[src/rtl/lb_pkg.sv]
// Shared types for the load-balancing task scheduler: server count, FSM
// states, server id and count types.
package lb_pkg;
  localparam int NUM_SERVERS = 3;
  localparam int COUNT_W     = 4;

  typedef enum logic [1:0] {IDLE, SCAN, DONE} state_t;
  typedef logic [1:0]         server_id_t;
  typedef logic [COUNT_W-1:0] count_t;
endpackage

[src/rtl/lb_min_select.sv]
// Combinational least-loaded picker over three servers; servers at cap are
// skipped and ties go to the first candidate in rotation order from rr_ptr.
module lb_min_select
  import lb_pkg::*;
#(
  parameter int CNT_W = 4
) (
  input  logic [CNT_W-1:0] count0,
  input  logic [CNT_W-1:0] count1,
  input  logic [CNT_W-1:0] count2,
  input  logic [CNT_W-1:0] cap,
  input  server_id_t       rr_ptr,
  output server_id_t       sel,
  output logic             any_eligible
);

  logic [CNT_W-1:0] best;
  logic [CNT_W-1:0] cur;
  logic [2:0]       pos;
  server_id_t       k;

  always_comb begin
    sel          = '0;
    any_eligible = 1'b0;
    best         = '0;
    cur          = '0;
    pos          = '0;
    k            = '0;
    // Strict less-than keeps the earliest candidate in rotation on a tie.
    for (int i = 0; i < NUM_SERVERS; i++) begin
      pos = {1'b0, rr_ptr} + 3'(i);
      if (pos >= 3'd3) pos = pos - 3'd3;
      k   = pos[1:0];
      cur = (k == 2'd0) ? count0 : (k == 2'd1) ? count1 : count2;
      if (cur < cap && (!any_eligible || cur < best)) begin
        any_eligible = 1'b1;
        best         = cur;
        sel          = k;
      end
    end
  end

endmodule

[src/rtl/lb_task_scheduler.sv]
// Accepts a task mask and issues one task per cycle to the least-loaded
// server, tracking outstanding work per server and flagging batch end/overload.
module lb_task_scheduler
  import lb_pkg::*;
#(
  parameter int TASK_W = 8,
  parameter int CNT_W  = 4,
  parameter int CAP    = 15
) (
  input  logic                      clk,
  input  logic                      reset,
  input  logic                      batch_valid,
  output logic                      batch_ready,
  input  logic [TASK_W-1:0]         batch_tasks,
  input  logic [NUM_SERVERS-1:0]    done,
  output logic                      dispatch_valid,
  output server_id_t                dispatch_server,
  output logic [$clog2(TASK_W)-1:0] dispatch_idx,
  output logic [CNT_W-1:0]          server1_count,
  output logic [CNT_W-1:0]          server2_count,
  output logic [CNT_W-1:0]          server3_count,
  output logic                      trigger,
  output logic                      overload
);

  localparam int IDX_W = $clog2(TASK_W);

  state_t                 state, state_nx;
  logic [TASK_W-1:0]      pending, pending_nx, idx_mask;
  server_id_t             rr_ptr, rr_nx, sel;
  logic                   any_eligible;
  logic [CNT_W-1:0]       cnt [NUM_SERVERS];
  logic [NUM_SERVERS-1:0] inc, dec;

  assign server1_count   = cnt[0];
  assign server2_count   = cnt[1];
  assign server3_count   = cnt[2];
  assign dispatch_server = sel;

  // Descending scan so the lowest set bit is the last one written.
  always_comb begin
    dispatch_idx = '0;
    idx_mask     = '0;
    for (int i = TASK_W - 1; i >= 0; i--) begin
      if (pending[i]) begin
        dispatch_idx = IDX_W'(i);
        idx_mask     = TASK_W'(1) << i;
      end
    end
  end

  lb_min_select #(.CNT_W(CNT_W)) u_min_select (
    .count0       (cnt[0]),
    .count1       (cnt[1]),
    .count2       (cnt[2]),
    .cap          (CNT_W'(CAP)),
    .rr_ptr       (rr_ptr),
    .sel          (sel),
    .any_eligible (any_eligible)
  );

  always_ff @(posedge clk) begin
    if (reset) begin
      state   <= IDLE;
      pending <= '0;
      rr_ptr  <= '0;
    end else begin
      state   <= state_nx;
      pending <= pending_nx;
      rr_ptr  <= rr_nx;
    end
  end

  // Outputs are masked while reset is high since the state may still be stale.
  always_comb begin
    state_nx       = state;
    pending_nx     = pending;
    rr_nx          = rr_ptr;
    batch_ready    = 1'b0;
    dispatch_valid = 1'b0;
    overload       = 1'b0;
    trigger        = 1'b0;
    case (state)
      IDLE: begin
        batch_ready = !reset;
        if (batch_valid) begin
          pending_nx = batch_tasks;
          state_nx   = (|batch_tasks) ? SCAN : DONE;
        end
      end
      SCAN: begin
        if (any_eligible) begin
          dispatch_valid = !reset;
          pending_nx     = pending & ~idx_mask;
          rr_nx          = (sel == 2'd2) ? 2'd0 : sel + 2'd1;
          if (pending_nx == '0) state_nx = DONE;
        end else begin
          overload = !reset;
        end
      end
      DONE: begin
        trigger  = !reset;
        state_nx = IDLE;
      end
      default: state_nx = IDLE;
    endcase
  end

  always_comb begin
    inc = '0;
    dec = '0;
    for (int k = 0; k < NUM_SERVERS; k++) begin
      inc[k] = dispatch_valid && (sel == server_id_t'(k));
      dec[k] = done[k] && (cnt[k] != '0);
    end
  end

  always_ff @(posedge clk) begin
    for (int k = 0; k < NUM_SERVERS; k++) begin
      if (reset)                 cnt[k] <= '0;
      else if (inc[k] && !dec[k]) cnt[k] <= cnt[k] + 1'b1;
      else if (dec[k] && !inc[k]) cnt[k] <= cnt[k] - 1'b1;
    end
  end

endmodule

[config.mk]
export PLATFORM = sky130hd
export DESIGN_NAME = lb_task_scheduler
export DESIGN_NICKNAME = d
export VERILOG_FILES = /design/src/rtl/lb_pkg.sv /design/src/rtl/lb_min_select.sv /design/src/rtl/lb_task_scheduler.sv
export SDC_FILE = /design/constraint.sdc
export NUM_CORES = 1
export LEC_CHECK = 0
export BUFFER_PORTS_ARGS = -buffer_cell sky130_fd_sc_hd__buf_2
export CAP_MARGIN = 40
export CORE_ASPECT_RATIO = 1.5
export CORE_MARGIN = 5
export CORE_UTILIZATION = 63
export DETAILED_ROUTE_END_ITERATION = 8
export PLACE_DENSITY = 0.87
export SKIP_LAST_GASP = 1
export SLEW_MARGIN = 0
export SYNTH_ARGS = -nofsm -noshare
export SYNTH_HDL_FRONTEND = slang
export SYNTH_SLANG_ARGS = --single-unit
[constraint.sdc]
create_clock -name clk -period 15.4 [get_ports clk]
set_input_delay 0 -clock clk [delete_from_list [all_inputs] [get_ports clk]]
set_output_delay 0 -clock clk [all_outputs]
set_load 0.005 [all_outputs]
### After elaboration in Yosys (flattened, before gate mapping)

Memory sizes are Yosys's and may differ from the RTL's.
Index checks and enable logic that the tools add are counted.

| word-level totals | value |
|---|---|
| bits in registers | 12 |
| RAM bits | 12 |
| input port bits | 14 |
| output and inout bits | 21 |
| word-level logic and storage cells | 158 |
| memories | 1 |

| operators by class | value |
|---|---|
| add/sub/neg operators | 12 |
| order comparisons | 8 |
| eq/ne operators | 10 |
| mux-type cells | 77 |
| bitwise gates (word level) | 8 |
| reduce and logical (&&, ||, !) cells | 39 |

Memory list:

| name | depth | bits a word | rd ports | clocked after Yosys merged registers in | write ports | line | source |
|---|---|---|---|---|---|---|---|
| cnt | 3 | 4 | 3 | 0 | 3 | lb_task_scheduler.sv:32 | `logic [CNT_W-1:0] cnt [NUM_SERVERS];` |

Operators by type and width:

| cell | number |
|---|---|
| 2-to-1 mux 8 bit | 10 |
| 2-to-1 mux 4 bit | 14 |
| 2-to-1 mux 1 bit | 32 |
| 2-to-1 mux 3 bit | 8 |
| 2-to-1 mux 2 bit | 11 |
| one-hot mux 8 bit (2 select lines) | 1 |
| logical AND 1 bit | 14 |
| adder 4 x 1 -> 4 bit (second input constant) | 3 |
| less-than comparator 4 bit (second input constant) | 3 |
| nonzero test 4 bit | 3 |
| subtractor 4 x 1 -> 4 bit (second input constant) | 3 |
| == test 2 x 1 -> 1 bit (second input constant) | 5 |
| logical NOT 2 bit | 5 |
| logical NOT 1 bit | 9 |
| AND 8 bit | 1 |
| logical NOT 8 bit | 1 |
| less-than comparator 4 bit | 2 |
| inverter 8 bit | 1 |
| OR reduction 8 bit | 1 |
| >= comparator 3 x 2 -> 1 bit (second input constant) | 2 |
| inequality test 2 bit (second input constant) | 3 |
| bitwise OR 1 bit | 6 |
| AND reduction 3 bit | 2 |
| subtractor 2 bit (second input constant) | 3 |
| other kinds (9) | 11 |

### Depth between registers and ports, before layout

Gate-level depths: netlist of the first run.

| logic depth | value |
|---|---|
| depth after elaboration | 25 |
| mapped depth | 31 |
| depth with buffers taken out | 29 |

### Modules after synthesis

A second synthesis of the first run with hierarchy kept.

| unflattened totals | value |
|---|---|
| cells, all modules | 331 |
| area, all modules | 2627.5 um^2 |

Modules (own cells, without submodules):

| module | instances | cells each | area each (um^2) | seq. area each (um^2) |
|---|---|---|---|---|
| lb_task_scheduler | 1 | 211 | 1764.2 | 600.6 |
| lb_min_select | 1 | 120 | 863.3 | 0.0 |

### Worst setup path before layout of the first run

No wires, ideal clock.

| timing path | value |
|---|---|
| kind | register to register |
| start point | register rr_ptr[0] |
| end point | memory cnt[2][3] (data pin) |
| setup time | 0.257 ns |
| arrival | 5.410 ns |
| required time | 15.143 ns |
| setup slack | 9.733 ns |
| stages on the path, launching flop included | 31 |
| path buffers | 1 |
| period minus slack after synthesis | 5.667 ns |
| cell sequence | dfxtp_1 inv_1 ha_1 inv_1 mux2i_4 nand4b_1 nand2_1 ha_1 a21oi_1 nand2_1 o41ai_2 o21a_2 buf_6 nor2_1 a21oi_1 ha_1 a211oi_1 nand3_1 a311oi_4 o22ai_2 a211oi_1 o21ai_2 nand2b_1 nor2_1 ha_1 a21o_1 a21oi_1 xnor2_1 nor2_1 nand2_1 a21oi_1 |

RTL lines:

| element | line | source |
|---|---|---|
| from (decl) | lb_task_scheduler.sv:30 | `server_id_t rr_ptr, rr_nx, sel;` |
| from (signal assigned) | lb_task_scheduler.sv:70 | `rr_ptr <= rr_nx;` |
| to (decl) | lb_task_scheduler.sv:32 |  |

==> results of run 1 <==
==> layout make-up <==
class	instances	area share, %
multi-input combinational	253	64.4
clock buffer	4	1.99
sequential	24	21.7
inverter	19	2.58
tap	45	2.04
timing repair buffer	37	7.24
==> how the worst max path moves through the flow <==
stage | cells after the start | start | endpoint
2_1_floorplan | 30 | rr_ptr[0] | cnt[2][3]
3_3_place_gp | 28 | rr_ptr[0] | cnt[2][3]
3_5_place_dp | 28 | rr_ptr[0] | cnt[2][3]
4_1_cts | 28 | rr_ptr[0] | cnt[2][3]
5_1_grt | 29 | rr_ptr[0] | cnt[2][3]
6_report | 28 | rr_ptr[0] | cnt[2][3]
==> logic make-up (layout without fill, tap and decap cells) <==
| family | after synthesis | in the layout |
|---|---|---|
| AOI/OAI and AO/OA | 90 | 90 |
| and+or+nand+nor | 122 | 122 |
| buffers and inverters | 33 | 60 |
| xor gates and xnor gates | 4 | 4 |
| muxes | 20 | 20 |
| DFF | 24 | 24 |
| adders and majority gates | 17 | 17 |
==> per-stage QoR <==
step / area, um2 / setup WS [ns] / total power, mW / std cells / util (%)
floorplan: 2600 / 9.73 / 0.494 / 310 / -
global placement: 2680 / 8.92 / 0.571 / 375 / 67.7
detailed placement: 2680 / 8.69 / 0.582 / 375 / 67.7
CTS: 2760 / 8.61 / 0.628 / 382 / 69.8
global route: 2760 / 8.02 / 0.689 / 382 / 69.8
finish: 2760 / 8.56 / 0.632 / 382 / 69.8
==> placed cells by master (no fill, tap or decap), drive strengths merged, types with 6 or more instances in the layout <==
cell type	netlist	layout
nand2	30	30
mux2	6	6
nor2	33	33
dfxtp	12	12
o21ai	23	23
inv	18	18
buf	4	34
nor3	16	16
a21oi	18	18
edfxtp	12	12
mux2i	14	14
nand3	9	9
ha	15	15
a22oi	8	8
==> where the power goes <==
group	switching [mW]	internal, mW	leakage [nW]
registers	0.0380	0.0913	0.227
clock network	0.0207	0.0229	0.0288
logic	0.259	0.200	0.913
total	0.318	0.314	1.17
==> flip-flops by register name, indices dropped and copies added, names as in the netlist <==
register  cells
cnt          12
state         2
pending       8
rr_ptr        2
==> per-layer routing <==
metal	global-route usage (%)	vias up
met5	0	-
met4	13.1	0
met3	2.41	27
met2	47.9	67
met1	24.3	1152
li1	-	1203
==> timing repair <==
| item | in CTS | in global routing |
|---|---|---|
| hold buffers | 3 | 0 |
| endpoints found under the hold margin | 3 | 0 |
| gates resized for setup | 0 | 0 |
==> worst reg2reg max path, delay by kind of cell, from the launching register on <==
family | cells | cell delay, ns
flops | 1 | 0.39
compound gates | 11 | 2.78
buf+inv | 2 | 0.27
mux | 1 | 0.25
fa+ha+maj | 4 | 1.42
xor+xnor | 1 | 0.16
simple gates | 9 | 1.28
==> metrics.md, run 1 <==
| Metric | Value |
|---|---|
| Synth cell count leaders | `nor2_1, nand2_1, a21oi_1, inv_1, o21ai_0` |
| FF-to-FF path depth | `28` |
| R2r setup slk | `8.56 ns` |
| GRT Residual Overflow | `0` |
| Top-area cell type share of the netlist area | `13.9%` |
| Vias in the first global route | `2495` |
| Largest net degree at the start of global routing | `35` |
| #FFs+latches synth | `24` |
| Die Height | `88.6 um` |
| Buffers and inverters on the worst path | `2` |
| Num rows | `28` |
| First-pass GRT wire length | `10.9 mm` |
| # fillers | `328` |
| Synth warnings | `0` |
| Die width | `62.4 um` |
| Leak pwr | `1.17 nW` |
| Most used cell, CP | `ha_1` |
| Slew Limit Fails | `0` |
| Fraction of registers with async set/reset | `0%` |
| Peak supply drop | `0.168 mV` |
| Period minus WS final | `6.84 ns` |
| Setup TNS | `0 ns` |
| DR WL met2 | `3.46 mm` |
| Input/output buffers | `34` |
| CTS sink cnt | `24` |
| Ys flop type | `edfxtp_1` |
| Netlist Area Pre-Place | `2600 um2` |
| Number of I/O pins | `35` |
| CTS tree | `built` |
| Syn nets | `340` |
| Count leader, synth | `nor2_1` |
| WS Path Type | `reg2reg` |
| Delay of the slowest critical-path stage | `0.63 ns` |
| Max Clock Skew | `0.00429 ns` |
| Power Density | `229 nW/um2` |
| Layout cell share with drive strength beyond 1 | `19.9%` |
| Final nets | `368` |
| Metal1 wirelength | `2.51 mm` |
| Reg clk slew, reported paths | `0.08 ns` |
| Startpoint Class | `flop` |
| DR WL/cell | `17.0 um` |
| DRT iter0 DRCs | `178` |
| Simple logic cell fraction of the synthesized area | `25.2%` |
| Via density | `6.41` |
| Layout area overhead | `6.46%` |
| Post-detailed-route count of antenna-violating nets | `0` |
| Post-CTS setup buffers | `0` |
| Failing checks | `hold timing` |
| DRC | `0` |
| Cell family with most CP delay | `compound AO/OA/AOI/OAI gates` |
| Post-synth top area cell | `edfxtp_1` |
| DRT Pass-1 Iters | `5` |
| DR vias | `2449` |
| Relative max-transition margin | `37.4%` |
| GRT Util Overall | `24.1%` |
| EDFF count, synth | `12` |
| Multi-input logic area | `1780 um2` |
| Worst EP required | `15.41 ns` |
| Met3 routed WL | `277 um` |
| DP HPWL | `4.96 mm` |
| WHS | `-0.00505 ns` |
| Worst Hold Depth | `3` |
| Sequential cell area fraction in the yosys report | `23.1%` |
| Max-cap violations | `0` |
| Top routing layer used | `met4` |
| Crit-path slowest cell | `ha_1` |
| Outcome | `finished with violations` |
| Hold_sp | `batch_tasks[2]` |
| Clk_lat worst skew | `0.28 ns` |
| Fin crit share | `44.4%` |
| Initial antenna violation count | `0` |
| Die area | `5530 um2` |
| Min-Delay Path Class | `in2reg` |
| Largest cells by area after synthesis | `edfxtp_1, dfxtp_1, ha_1` |
| Initial core utilization | `65.6%` |
| Critical Path End Type | `flop` |
| Xor-xnor portion of the synthesized cell area | `1.64%` |
| CORE AREA | `3960 um2` |
| R2r startpoint | `rr_ptr[0]` |
| R2r endpoint | `cnt[2][3]` |
| Synth Area in Compound Gates | `24.9%` |
| Synth unique cells | `74` |
| RSZ-0062 raised after global routing | `no` |
| Hold Violations, Final | `1` |
| Post-Syn Instances | `310` |
| Register area | `601 um2` |
| CP Max Fanout | `16` |
| Max Freq | `0.146 GHz` |
| Synth Area in Adders | `8.39%` |
| Multiplexer share of the synthesized area | `8.48%` |
| Num CTS Buffers | `3` |
| Setup Viol. Count Final | `0` |
| Inserted Diodes | `0` |
| Syn_area_per_cell | `8.37 um2` |
| H-tree level count | `1` |
| CTS max path bufs | `2` |
| Final WL | `6.48 mm` |
| Arrival time at the worst endpoint | `6.85 ns` |
| Largest family of logic cells by synthesized area | `simple AND/OR/NAND/NOR gates` |
| CTS root buffer | `clkbuf_8` |
| WHS Endpoint | `pending[2]` |
| Final GP Congestion | `0.867` |
| Worst-margin pin slew | `0.934 ns` |
No activity file was read; power rests on OpenSTA's default activity.
==> inputs of run 2 (changes only) <==
CORE_UTILIZATION = 53   (was 63)
PLACE_DENSITY = 0.78   (was 0.87)
clock period = 5.85 ns   (was 15.4 ns; I/O delays follow)
==> metrics.md, run 2 (synthesized netlist as in run 1, its figures left out) <==
| Metric | Value |
|---|---|
| WHS | `0.00855 ns (+0.0136 ns)` |
| CTS sink cnt | `24 (unchanged)` |
| Fin crit share | `97.7% (+53 points)` |
| Inserted Diodes | `0 (unchanged)` |
| Number of I/O pins | `35 (unchanged)` |
| Die Height | `95.7 um (+8.0%)` |
| Via density | `5.95 (-7.2%)` |
| Relative max-transition margin | `40.1% (+2.7 points)` |
| Final WL | `7.33 mm (+13%)` |
| Cell area after layout | `3170 um2 (+15%)` |
| Flop pwr share | `14.2% (-6.3 points)` |
| Clk_lat worst skew | `0.27 ns (about the same)` |
| Max-cap violations | `0 (unchanged)` |
| Tot Pwr | `1.99 mW (+220%)` |
| DR vias | `2653 (+8.3%)` |
| Max Clock Skew | `0.00569 ns (+0.00140 ns)` |
| Reg clk slew, reported paths | `0.08 ns (about the same)` |
| Power Density | `630 nW/um2 (+180%)` |
| Most frequent cells in the layout | `buf_4, buf_2, nor2_1` |
| Vias in the first global route | `2477 (-0.72%)` |
| Setup Viol. Count Final | `0 (unchanged)` |
| Die width | `67.1 um (+7.6%)` |
| DRC | `0 (unchanged)` |
| Critical path capture point | `cnt[2][3]` |
| Crit-path slowest cell | `dfxtp_4` |
| Largest net degree at the start of global routing | `35 (unchanged)` |
| Sw Pwr | `941 uW (+200%)` |
| Initial antenna violation count | `0 (unchanged)` |
| R2r startpoint | `rr_ptr[0]` |
| Num rows | `31 (+11%)` |
| CP startpoint | `rr_ptr[0]` |
| FF-to-FF path depth | `29 (+3.6%)` |
| Final GP Congestion | `0.920 (+6.1%)` |
| CTS tree | `built` |
| # fillers | `404 (+23%)` |
| Fin cells | `446 (+17%)` |
| WS Path Type | `reg2reg` |
| First-pass GRT wire length | `11.3 mm (+3.3%)` |
| Period minus WS final | `5.71 ns (-1.13 ns)` |
| Layout area overhead | `22.0%` |
| CTS root buffer | `clkbuf_8` |
| DRT iter0 DRCs | `225 (+26%)` |
| Worst EP required | `5.85 ns (-9.56 ns)` |
| Placed Area | `2880 um2 (+7.4%)` |
| Num CTS Buffers | `3 (unchanged)` |
| Slew Limit Fails | `0 (unchanged)` |
| CTS max path bufs | `2 (unchanged)` |
| Critical Path End Type | `flop` |
| Leak pwr | `1.38 nW (+18%)` |
| DR WL/cell | `16.4 um (-3.2%)` |
| Commonest non-fill, non-tap cell in the layout | `buf_4` |
| Arrival time at the worst endpoint | `5.72 ns (-1.13 ns)` |
| GRT Util Overall | `22.8% (-1.3 points)` |
| Most used cell, CP | `ha_1` |
| Max reg flops | `12 (unchanged)` |
| Die area | `6430 um2 (+16%)` |
| DRT Pass-1 Iters | `4 (-1)` |
| CP Max Fanout | `5 (-11)` |
| CORE AREA | `4810 um2 (+21%)` |
| Internal | `1.05 mW (+240%)` |
| H-tree level count | `1 (unchanged)` |
| Final Core Density | `65.9% (-3.9 points)` |
| Hold Violations, Final | `0 (-1)` |
| Max Freq | `0.175 GHz (+20%)` |
| Top flop regs | `cnt x12, pending x8` |
| Initial core utilization | `54.0% (-12 points)` |
| Delay of the slowest critical-path stage | `0.38 ns (-0.25 ns)` |
| Final nets | `411 (+12%)` |
| Logic pwr share | `80.1% (+7.5 points)` |
| Worst-margin pin slew | `0.893 ns (-0.0410 ns)` |
| R2r setup slk | `0.14 ns (-8.42 ns)` |
| Clock power share | `5.7% (-1.2 points)` |
| Min-Delay Path Class | `in2reg` |
| DP HPWL | `5.40 mm (+8.8%)` |
| Input/output buffers | `34 (unchanged)` |
| Switching share of power | `47.2% (-3.1 points)` |
| Layout cell share with drive strength beyond 1 | `30.3% (+10 points)` |
| Largest Register | `cnt` |
| R2r endpoint | `cnt[2][3]` |
| Post-detailed-route count of antenna-violating nets | `0 (unchanged)` |
| Placed cells | `419 (+12%)` |
| Outcome | `finished, final reports clean` |
| GRT Residual Overflow | `0 (unchanged)` |
| Startpoint Class | `flop` |
| Peak supply drop | `0.397 mV (+140%)` |
run 2: critical path: cells and delay by family, from the launching register on:
family,cells,cell delay [ns]
XOR/XNOR,1,0.17
flip-flops,1,0.38
multiplexers,1,0.23
adder cells (fa/ha/maj),4,1.08
AND/OR/NAND/NOR,7,0.87
buffers and inverters,4,0.39
AO/OA/AOI/OAI,12,2.33
run 2: how the worst min path moves through the flow:
| stage | start | to | slack (ns) | cells after the start |
|---|---|---|---|---|
| finish | batch_tasks[4] | pending[4] | 0.009 | 3 |
| detailed placement | batch_tasks[2] | pending[2] | 0.27 | 3 |
| CTS | batch_tasks[7] | pending[7] | 0.002 | 3 |
| global placement | batch_tasks[5] | pending[5] | 0.27 | 3 |
| global route | batch_tasks[4] | pending[4] | 0.02 | 3 |
| floorplan | reset | dispatch_valid | 0.05 | 1 |
run 2: layout make-up:
cell class | instances | area, um2 | area share, %
sequential | 24 | 604 | 19.1
inverter | 19 | 71.3 | 2.25
multi-input combinational | 253 | 1820 | 57.4
timing repair buffer | 80 | 536 | 16.9
tap | 66 | 82.6 | 2.61
clock buffer | 4 | 55.1 | 1.74
run 2: stage by stage:
stage	setup slack, ns	setup TNS [ns]
6_report	0.136	0
2_1_floorplan	0.183	0
4_1_cts	0.0467	0
3_5_place_dp	-0.134	-0.134
5_1_grt	-0.164	-0.183
3_3_place_gp	0.172	0
run 2: per-layer routing:
metal  global-route usage, %  vias to the layer above  part of all wire (%)
met5                       0                        -                     0
met4                    13.5                        0                   5.2
met3                    1.87                       28                   3.7
met2                    42.0                       94                    54
met1                    24.7                     1246                    37
li1                        -                     1285                     -
run 2: power groups by stage:
| stage | registers, mW | logic [mW] | clock network [mW] |
|---|---|---|---|
| final | 0.284 | 1.60 | 0.113 |
| after global routing | 0.289 | 1.73 | 0.123 |
| after CTS | 0.284 | 1.41 | 0.116 |
| after detailed placement | 0.288 | 1.38 | 0 |
| after global placement | 0.286 | 1.34 | 0 |
| after floorplan | 0.296 | 1.00 | 0 |
run 2: timing repair:
| item | CTS | global route |
|---|---|---|
| hold buffers | 5 | 0 |
| pin swaps | 2 | 10 |
| endpoints found under the hold margin | 5 | 0 |
| resized for setup | 2 | 13 |
| setup buffers | 1 | 17 |
| endpoints found under the setup margin | 1 | 3 |
==> inputs of run 3 (changes only) <==
clock period = 4.88 ns   (was 5.85 ns; I/O delays follow)
==> metrics.md, run 3 (synthesized netlist as in run 1, its figures left out) <==
| Metric | Value |
|---|---|
| CTS sink cnt | `24 (unchanged)` |
| DRC | `0 (unchanged)` |
| Hold Violations, Final | `0 (unchanged)` |
| Min-Delay Path Class | `in2reg` |
| Clock power share | `3.8% (-1.9 points)` |
| Largest net degree at the start of global routing | `35 (unchanged)` |
| # fillers | `356 (-12%)` |
| RSZ-0062 raised after global routing | `yes` |
| Die width | `67.1 um (unchanged)` |
| GRT Residual Overflow | `0 (unchanged)` |
| GRT Util Overall | `26.1% (+3.3 points)` |
| Die area | `6430 um2 (unchanged)` |
| Slew Limit Fails | `0 (unchanged)` |
| Number of I/O pins | `35 (unchanged)` |
| Fin crit share | `113% (+16 points)` |
| CORE AREA | `4810 um2 (unchanged)` |
| Max Clock Skew | `0.0168 ns (+0.0111 ns)` |
| Outcome | `finished with violations` |
| Final WS setup | `-0.655 ns (-0.791 ns)` |
| Startpoint Class | `flop` |
| Fin cells | `481 (+7.8%)` |
| Period minus WS final | `5.54 ns (-0.179 ns)` |
| Top flop regs | `cnt x12, pending x8` |
| Critical Path End Type | `flop` |
| CTS max path bufs | `2 (unchanged)` |
| Peak supply drop | `0.361 mV (-9.1%)` |
| Clk_lat worst skew | `0.27 ns (about the same)` |
| Layout area overhead | `40.6%` |
| Logic pwr share | `85.5% (+5.4 points)` |
| Largest Register | `cnt` |
| Max Freq | `0.181 GHz (+3.2%)` |
| DRT iter0 DRCs | `166 (-26%)` |
| Worst-margin pin slew | `0.911 ns (+0.0185 ns)` |
| DP HPWL | `5.97 mm (+11%)` |
| CP Max Fanout | `4 (-1)` |
| Worst EP required | `4.89 ns (-0.96 ns)` |
| Final Core Density | `75.9% (+10 points)` |
| Most used cell, CP | `a21oi_2` |
| Delay of the slowest critical-path stage | `0.37 ns (about the same)` |
| CTS Hold Buffers Added | `0 (-5)` |
| Layer with the highest usage | `met2` |
| Sw Pwr | `1.40 mW (+49%)` |
| H-tree level count | `1 (unchanged)` |
| Multi-input logic area | `2030 um2 (+12%)` |
| Num rows | `31 (unchanged)` |
| Commonest non-fill, non-tap cell in the layout | `buf_4` |
| Met1 usage | `26.5% (+1.8 points)` |
| Cell family with most CP delay | `compound AO/OA/AOI/OAI gates` |
| Setup Viol. Count Final | `20 (+20)` |
| Crit-path slowest cell | `dfxtp_4` |
| Layout cell share with drive strength beyond 1 | `43.9% (+14 points)` |
| Most frequent cells in the layout | `buf_4, buf_2, nor2_1` |
| DR WL/cell | `17.2 um (+4.8%)` |
| Die Height | `95.7 um (unchanged)` |
| Placed cells | `452 (+7.9%)` |
| Power Density | `857 nW/um2 (+36%)` |
| Met3 usage | `2.22% (+0.35 points)` |
| Tot Pwr | `3.13 mW (+57%)` |
| Flop pwr share | `10.7% (-3.5 points)` |
| Max-cap violations | `0 (unchanged)` |
| Num CTS Buffers | `3 (unchanged)` |
| Switching share of power | `44.7% (-2.5 points)` |
| CTS root buffer | `clkbuf_8` |
| Final GP Congestion | `0.909 (-1.2%)` |
| WS Path Type | `reg2reg` |
| Final WL | `8.28 mm (+13%)` |
| DRT Pass-1 Iters | `5 (+1)` |
| Final nets | `446 (+8.5%)` |
| DR vias | `2889 (+8.9%)` |
| First-pass GRT wire length | `13.0 mm (+15%)` |
| Failing checks | `setup timing` |
| Register area | `608 um2 (+0.62%)` |
| Leak pwr | `1.60 nW (+16%)` |
| CTS tree | `built` |
| Relative max-transition margin | `38.5% (-1.7 points)` |
| Initial antenna violation count | `0 (unchanged)` |
| Post-detailed-route count of antenna-violating nets | `0 (unchanged)` |
| Global Route met2 Usage | `50.4% (+8.4 points)` |
| Reg clk slew, reported paths | `0.09 ns (about the same)` |
| Buffers and inverters on the worst path | `2 (-2)` |
| Initial core utilization | `54.0% (unchanged)` |
| Inserted Diodes | `0 (unchanged)` |
| Vias in the first global route | `2869 (+16%)` |
| Internal | `1.73 mW (+64%)` |
| Input/output buffers | `34 (unchanged)` |
| Max reg flops | `12 (unchanged)` |
| Setup TNS | `-2.94 ns (-2.94 ns)` |
| Via density | `6.01 (+0.97%)` |
| Arrival time at the worst endpoint | `5.54 ns (-0.18 ns)` |
-- run 3: changes by cell type in the layout (fill, tap and decap cells not counted), moves of 3 or more --
cell           change
buf_4             +33
buf_6              +7
dlygate4sd3_1      -5
ha_1               -5
nand2_1            -4
a21oi_1            -3
a21oi_2            +3
ha_4               +3
inv_4              +3
nand2_2            +3
nor2_1             -3
-- run 3: through the flow --
step	instance area [um2]	hold WS [ns]	worst slack, ns
after floorplan	2660	0.0451	-0.546
after global placement	3180	0.262	-0.391
after detailed placement	3190	0.278	-0.533
after CTS	3400	0.00434	-0.466
after global routing	3650	0.0139	-0.962
final	3650	0.00285	-0.655
-- run 3: cell type report --
type / instances / share of cell area (%)
Clock buffer: 4 / 1.23
Multi-Input combinational cell: 253 / 55.7
Timing Repair Buffer: 115 / 22.0
Tap cell: 66 / 2.26
Inverter: 19 / 2.16
Sequential cell: 24 / 16.7
-- run 3: power groups by stage --
stage	sequential, mW	clock [mW]	combinational (mW)
2_1_floorplan	0.355	0	1.26
6_report	0.335	0.118	2.68
3_3_place_gp	0.332	0	1.94
3_5_place_dp	0.336	0	1.99
4_1_cts	0.331	0.120	2.27
5_1_grt	0.339	0.130	2.88
-- run 3: path summary, 6_finish.rpt --
| kind | depth (start not counted) | end | slack [ns] | start |
|---|---|---|---|---|
| max reg2reg | 30 | cnt[2][3] | -0.66 | rr_ptr[1] |
| min | 3 | pending[5] | 0.003 | batch_tasks[5] |
| min reg2reg | 2 | rr_ptr[1] | 0.51 | rr_ptr[1] |
| max | 30 | cnt[2][3] | -0.66 | rr_ptr[1] |
-- run 3: worst register-to-register path: cells and delay by family (launching register included) --
family | cells | cell delay, ns
AOI/OAI and AO/OA | 12 | 2.01
xor gates and xnor gates | 1 | 0.14
adders and majority gates | 4 | 1.09
buffers and inverters | 2 | 0.16
DFF | 1 | 0.37
muxes | 2 | 0.46
and+or+nand+nor | 9 | 1.06
-- run 3: timing repair --
item,in CTS,in global routing
pin swaps,21,31
gates resized for setup,12,36
endpoints found under the setup margin,13,27
buffers inserted,17,11
-- run 3: routing by layer --
metal  vias up  share of wire (%)
li1       1359                  -
met1      1360                 35
met2       123                 56
met3        47                4.0
met4         0                5.6
met5         -                  0
